File: src/rtl/reg_issue_scoreboard.sv
// Decode-to-execute register issue stage with a busy-bit scoreboard.
// Optional macro WB_BYPASS_EN forwards same-cycle writeback data to sources.
module reg_issue_scoreboard #(
  parameter int DATA_WIDTH = 20,
  parameter int REG_NUMBER = 5,
  parameter int CNT_WIDTH  = 16
) (
  input  logic                  clk,
  input  logic                  rst,
  input  logic                  dec_valid,
  output logic                  dec_ready,
  input  logic [REG_NUMBER-1:0] dec_rs1,
  input  logic [REG_NUMBER-1:0] dec_rs2,
  input  logic [REG_NUMBER-1:0] dec_rd,
  input  logic                  dec_we,
  input  logic                  wb_valid,
  input  logic [REG_NUMBER-1:0] wb_rd,
  input  logic [DATA_WIDTH-1:0] wb_data,
  output logic [REG_NUMBER-1:0] rf_rs1,
  output logic [REG_NUMBER-1:0] rf_rs2,
  input  logic [DATA_WIDTH-1:0] rf_data_rs1,
  input  logic [DATA_WIDTH-1:0] rf_data_rs2,
  output logic [REG_NUMBER-1:0] rf_rd,
  output logic                  rf_reg_write,
  output logic [DATA_WIDTH-1:0] rf_data_rd,
  output logic                  ex_valid,
  input  logic                  ex_ready,
  output logic [DATA_WIDTH-1:0] ex_rs1_data,
  output logic [DATA_WIDTH-1:0] ex_rs2_data,
  output logic [REG_NUMBER-1:0] ex_rd,
  output logic                  ex_we,
  output logic [CNT_WIDTH-1:0]  stall_cnt
);

  localparam int NREG = 2 ** REG_NUMBER;

  logic [NREG-1:0]       busy;
  logic [NREG-1:0]       busy_nxt;
  logic                  wb_hit;
  logic                  raw1;
  logic                  raw2;
  logic                  waw;
  logic                  ex_free;
  logic                  issue;
  logic                  stall;
  logic [DATA_WIDTH-1:0] src1;
  logic [DATA_WIDTH-1:0] src2;

  assign rf_rs1       = dec_rs1;
  assign rf_rs2       = dec_rs2;
  assign rf_rd        = wb_rd;
  assign rf_data_rd   = wb_data;
  assign wb_hit       = wb_valid && (wb_rd != '0);
  assign rf_reg_write = wb_hit;

`ifdef WB_BYPASS_EN
  logic byp1;
  logic byp2;

  // The register file only commits on the edge, so take the value off the wb bus.
  assign byp1 = wb_hit && (wb_rd == dec_rs1);
  assign byp2 = wb_hit && (wb_rd == dec_rs2);
  assign raw1 = busy[dec_rs1] && !byp1;
  assign raw2 = busy[dec_rs2] && !byp2;
  assign src1 = byp1 ? wb_data : rf_data_rs1;
  assign src2 = byp2 ? wb_data : rf_data_rs2;
`else
  assign raw1 = busy[dec_rs1];
  assign raw2 = busy[dec_rs2];
  assign src1 = rf_data_rs1;
  assign src2 = rf_data_rs2;
`endif

  assign waw       = dec_we && busy[dec_rd];
  assign ex_free   = !ex_valid || ex_ready;
  assign dec_ready = !raw1 && !raw2 && !waw && ex_free;
  assign issue     = dec_valid && dec_ready;
  assign stall     = dec_valid && !dec_ready;

  // Clear from writeback first so a same-edge issue to that register wins.
  always_comb begin
    busy_nxt = busy;
    if (wb_valid) begin
      busy_nxt[wb_rd] = 1'b0;
    end
    if (issue && dec_we) begin
      busy_nxt[dec_rd] = 1'b1;
    end
    busy_nxt[0] = 1'b0;
  end

  always_ff @(posedge clk or posedge rst) begin
    if (rst) begin
      busy <= '0;
    end else begin
      busy <= busy_nxt;
    end
  end

  always_ff @(posedge clk or posedge rst) begin
    if (rst) begin
      ex_valid    <= 1'b0;
      ex_rs1_data <= '0;
      ex_rs2_data <= '0;
      ex_rd       <= '0;
      ex_we       <= 1'b0;
    end else if (issue) begin
      ex_valid    <= 1'b1;
      ex_rs1_data <= src1;
      ex_rs2_data <= src2;
      ex_rd       <= dec_rd;
      ex_we       <= dec_we;
    end else if (ex_ready) begin
      ex_valid <= 1'b0;
    end
  end

  always_ff @(posedge clk or posedge rst) begin
    if (rst) begin
      stall_cnt <= '0;
    end else if (stall && (stall_cnt != '1)) begin
      stall_cnt <= stall_cnt + 1'b1;
    end
  end

endmodule

File: config.mk
export PLATFORM = sky130hd
export DESIGN_NAME = reg_issue_scoreboard
export DESIGN_NICKNAME = d
export VERILOG_FILES = /design/src/rtl/reg_issue_scoreboard.sv
export SDC_FILE = /design/constraint.sdc
export NUM_CORES = 1
export LEC_CHECK = 0
export ABC_AREA = 1
export BUFFER_PORTS_ARGS = -buffer_cell sky130_fd_sc_hd__buf_2
export CORE_ASPECT_RATIO = 1.25
export CORE_UTILIZATION = 45
export CTS_CLUSTER_SIZE = 40
export DETAILED_ROUTE_END_ITERATION = 10
export PLACE_DENSITY = 0.83
export SYNTH_ARGS = -nofsm -noshare
export SYNTH_HDL_FRONTEND = slang
export SYNTH_SLANG_ARGS = --single-unit
File: constraint.sdc
create_clock -name clk -period 4.1 [get_ports clk]
set_clock_uncertainty 0.15 [all_clocks]
set_input_delay 0.615 -clock clk [delete_from_list [all_inputs] [get_ports clk]]
set_output_delay 0.615 -clock clk [all_outputs]
set_load 0.02 [all_outputs]
[Word-level counts from Yosys, hierarchy flattened]
Cells that the tools add are included.
Operators by class
  add/sub/neg operators: 1
  order comparisons: 6
  equal/unequal tests: 1
  muxes and demuxes: 14
  bitwise gates (word level): 3
  reduce and logical (&&, ||, !) cells: 19
Operators with widths (count)
  $mux W32: 2
  $and A32 B32 Y32: 1
  $not A32 Y32: 1
  $or A32 B32 Y32: 1
  $lt A5 B6 Y1 const B: 4
  $add A16 B1 Y16 const B: 1
  $ne A16 B16 Y1 const B: 1
  $bmux W1 S5: 3
  $logic_and A1 B1 Y1: 11
  $demux W1 S5: 2
  $ge A5 B1 Y1 const B: 2
  $mux W1: 7
  $logic_not A1 Y1: 5
  $reduce_bool A5 Y1: 1
  $reduce_bool A2 Y1: 1
  $logic_or A1 B1 Y1: 1
Word-level totals
  register bits: 94
  input bits: 86
  output and inout bits: 100
  logic and storage cells: 51

[Depth between registers and ports, before layout]
  depth in word-level cells: 9
  depth in mapped cells: 18
  depth with buffers taken out: 15

[Worst setup path after synthesis]
No wires, ideal clock.
  kind: input to output
  start: in dec_rs2[0]
  end: out dec_ready
  arrival: 1985 ps
  data required time: 3335 ps
  slack: 1350 ps
  stages: 14
  path buffers: 3
  cell sequence: buf_2 inv_2 buf_6 nand2_1 nand3_1 nand3_1 nand3_1 nand2_1 nand2_1 nand2_1 nor2_1 nand2_2 clkbuf_1 inv_1
Between the ends
  cells in the longest elaborated chain, start to end: 6
Ends and longest elaborated chain
  start: declaration: RTL line 13  | input logic [REG_NUMBER-1:0] dec_rs2,
  $bmux W1 S5: RTL line 69  | assign raw2 = busy[dec_rs2];
  $mux W1 (not written as such): RTL line 69
  $logic_not A1 Y1: RTL line 76  | assign dec_ready = !raw1 && !raw2 && !waw && ex_free;
  $logic_and A1 B1 Y1 (3 in series): RTL line 76
  end: declaration: RTL line 11  | output logic dec_ready,
No other way between the ends. The select of a mux whose other input is x is not followed.

[Worst setup path after layout]
  start: in dec_rs1[0]
  end: out dec_ready
Between the ends
  cells in the longest elaborated chain, start to end: 6
Ends and longest elaborated chain
  start: declaration: RTL line 12  | input logic [REG_NUMBER-1:0] dec_rs1,
  $bmux W1 S5: RTL line 68  | assign raw1 = busy[dec_rs1];
  $mux W1 (not written as such): RTL line 68
  $logic_not A1 Y1: RTL line 76
  $logic_and A1 B1 Y1 (3 in series): RTL line 76
No other way between the ends. The select of a mux whose other input is x is not followed.

==> impl_results.md <==
- DRT antenna net count: 0
- Initial antenna violation count: 0
- Initial Util: 0.464
- Max_cap viols: 0
- First-pass GRT wire length: 24.6 mm
- Final GP Congestion: 0.952
- Via count: 5511
- Count of cell types in the netlist: 25
- H-tree levels: 3
- Clk_lat worst skew: 340 ps
- EDFF count, synth: 0
- Least-Margin Pin Slew: 929 ps
- WS Path Type: in -> out
- Grt total ovfl: 0
- Mean number of vias per cell: 5.12
- Setup_tns: 0 ps
- Worst r2r dst: stall_cnt[13]
- Drc violations: 0
- Final period util: 0.785
- Worst-path maximum fanout: 18
- Syn Nets: 906
- Synth Instances: 819
- FF-to-FF Start: stall_cnt[0]
- Hold Crit Start: ex_rs1_data[4]
- Worst hold path class: reg -> reg
- Area growth syn-to-layout: 13.7%
- Die width: 102 um
- Final HPWL DP: 10.7 mm
- Wirelength per Cell: 14.0 um
- Post-synth top area share: 0.417
- Post-synth top flop: dfrtp_1
- Final setup violation count: 0
- Vias in the first global route: 5112
- Fin crit period: 3220 ps
- Hold endpoint: ex_rs1_data[4]
- Post-layout util: 0.527
- Post-CTS sizing: 0
- Worst hold stages: 2
- Postcts setup bufs: 0
- Yosys warnings: 0
- Top post-synthesis cells by area: dfrtp_1, nand2_1, nand3_1
- Clock Tree Buf Depth: 2
- Final Max Tran Viols: 0
- Core Box Area: 12200 um^2
- CTS tree: done
- Share of post-route cells with drive strength above 1: 0.186
- Synth top cells by count: nand2_1, nand3_1, dfrtp_1
- Most frequent cell after synthesis: nand2_1
- Nets: 996
- Total Wirelength: 15.1 mm
- Cts hold-fix bufs: 0
- DRT Pass-1 Iters: 5
- Die height: 127 um
- Fillers: 1233
- Clk root buf: clkbuf_16
- GRT Total Usage: 0.241
- Count of final hold-check violations: 0
- IO Port Bufs: 145
- RSZ-0062 raised after global routing: false
- Synthesized area: 5640 um^2
- Max transition margin: 0.381
- Crit. End Element: output port
- R2r worst-path depth: 8
- Die area: 13000 um^2
- Sequential area share after synthesis: 0.417
- VDD IR-drop max: 0.313 mV
- Clk pin slew, worst setup/hold paths: 60 ps
- Critical path arrival: 2460 ps
- N_diodes: 0
- Asr flop ratio synth: 1.00
- Worst Hold Slack: 315 ps
- Highest Clock Rate: 311 MHz
- Area leader, netlist: dfrtp_1
- Largest net degree at the start of global routing: 78
- P per Cell Area: 471 nW/um^2
- Cell Rows: 45
- Total CTS buffers: 9
- First DRT Iteration DRCs: 552
- Startpoint Class: input port
- Clock sink count: 94
- Setup slack, reg-to-reg: 1260 ps
- Num ports: 186
- Syn Area/Cell: 6.89 um^2
- Register bit total from synthesis: 94
- Pleak: 3.65 nW
- Worst Path Required: 3340 ps
- Outcome: finished clean
## routing by layer
layer / part of all wire / GRT usage / vias up
met5: 0 / 0 / -
met4: 0.038 / 0.123 / 0
met3: 0.068 / 0.0345 / 41
met2: 0.48 / 0.400 / 258
met1: 0.41 / 0.303 / 2498
li1: - / - / 2714
## worst max-delay path: stages
cell and delay [ps]:
buf_2 300, inv_2 200, nand2_1 100, nand3_1 70
nand3_1 110, nand3_1 100, a21oi_1 270, a21oi_1 80
nand2_2 170, buf_4 230, inv_1 60, buf_2 150
## cell type report
type	instances	area (um^2)	share of cell area
multi-input cells	585	2530	0.395
flip-flops and latches	94	2350	0.367
repair buffers	149	756	0.118
inverters	70	265	0.0414
clock buffers	12	256	0.0400
well taps	164	205	0.0320
clock inverters	3	43.8	0.00683
## sequential cells by signal, summed over array words and instances, names as in the netlist
signal / count
ex_rs2_data: 20
ex_rd: 5
stall_cnt: 16
ex_we: 1
busy: 31
ex_rs1_data: 20
ex_valid: 1
## stage by stage
step | power, mW | setup slack, ps | area, um^2 | instances
after global placement | 2.16 | 856 | 6110 | 1062
after floorplan | 1.90 | 886 | 5640 | 819
after detailed placement | 2.18 | 872 | 6110 | 1062
after global routing | 3.19 | 638 | 6410 | 1077
final | 3.02 | 880 | 6410 | 1077
after CTS | 3.03 | 907 | 6410 | 1077
## power by group
group,total (mW),internal (mW),switching [mW]
combinational,0.903,0.289,0.614
sequential,1.26,1.12,0.142
clock,0.850,0.503,0.348
## logic make-up after synthesis
| group | synth area share |
|---|---|
| AOI/OAI and AO/OA | 0.0377 |
| buffers and inverters | 0.134 |
| adders and majority gates | 0.00222 |
| xor gates and xnor gates | 0.0202 |
| DFF | 0.417 |
| and+or+nand+nor | 0.389 |
## worst max path at each step
stage / slack [ps] / cells after the start / start / endpoint
after floorplan: 890 / 1 / rst / busy[10]
after global placement: 860 / 16 / dec_rd[0] / ex_rd[1]
after detailed placement: 870 / 13 / dec_rs1[0] / stall_cnt[13]
after CTS: 910 / 15 / dec_rd[0] / dec_ready
after global routing: 640 / 15 / dec_rd[0] / dec_ready
final: 880 / 12 / dec_rs1[0] / dec_ready
## layout by cell type, fill, tap and decap left out, drive strengths merged, types with 7 or more instances in the layout
cell / count
nand2: 347
buf: 149
nand3: 104
dfrtp: 94
inv: 69
nor2: 48
o21ai: 39
nand4: 18
clkbuf: 12
nor3: 9
xnor2: 7
Note: power is estimated with default switching activity, not from simulation.
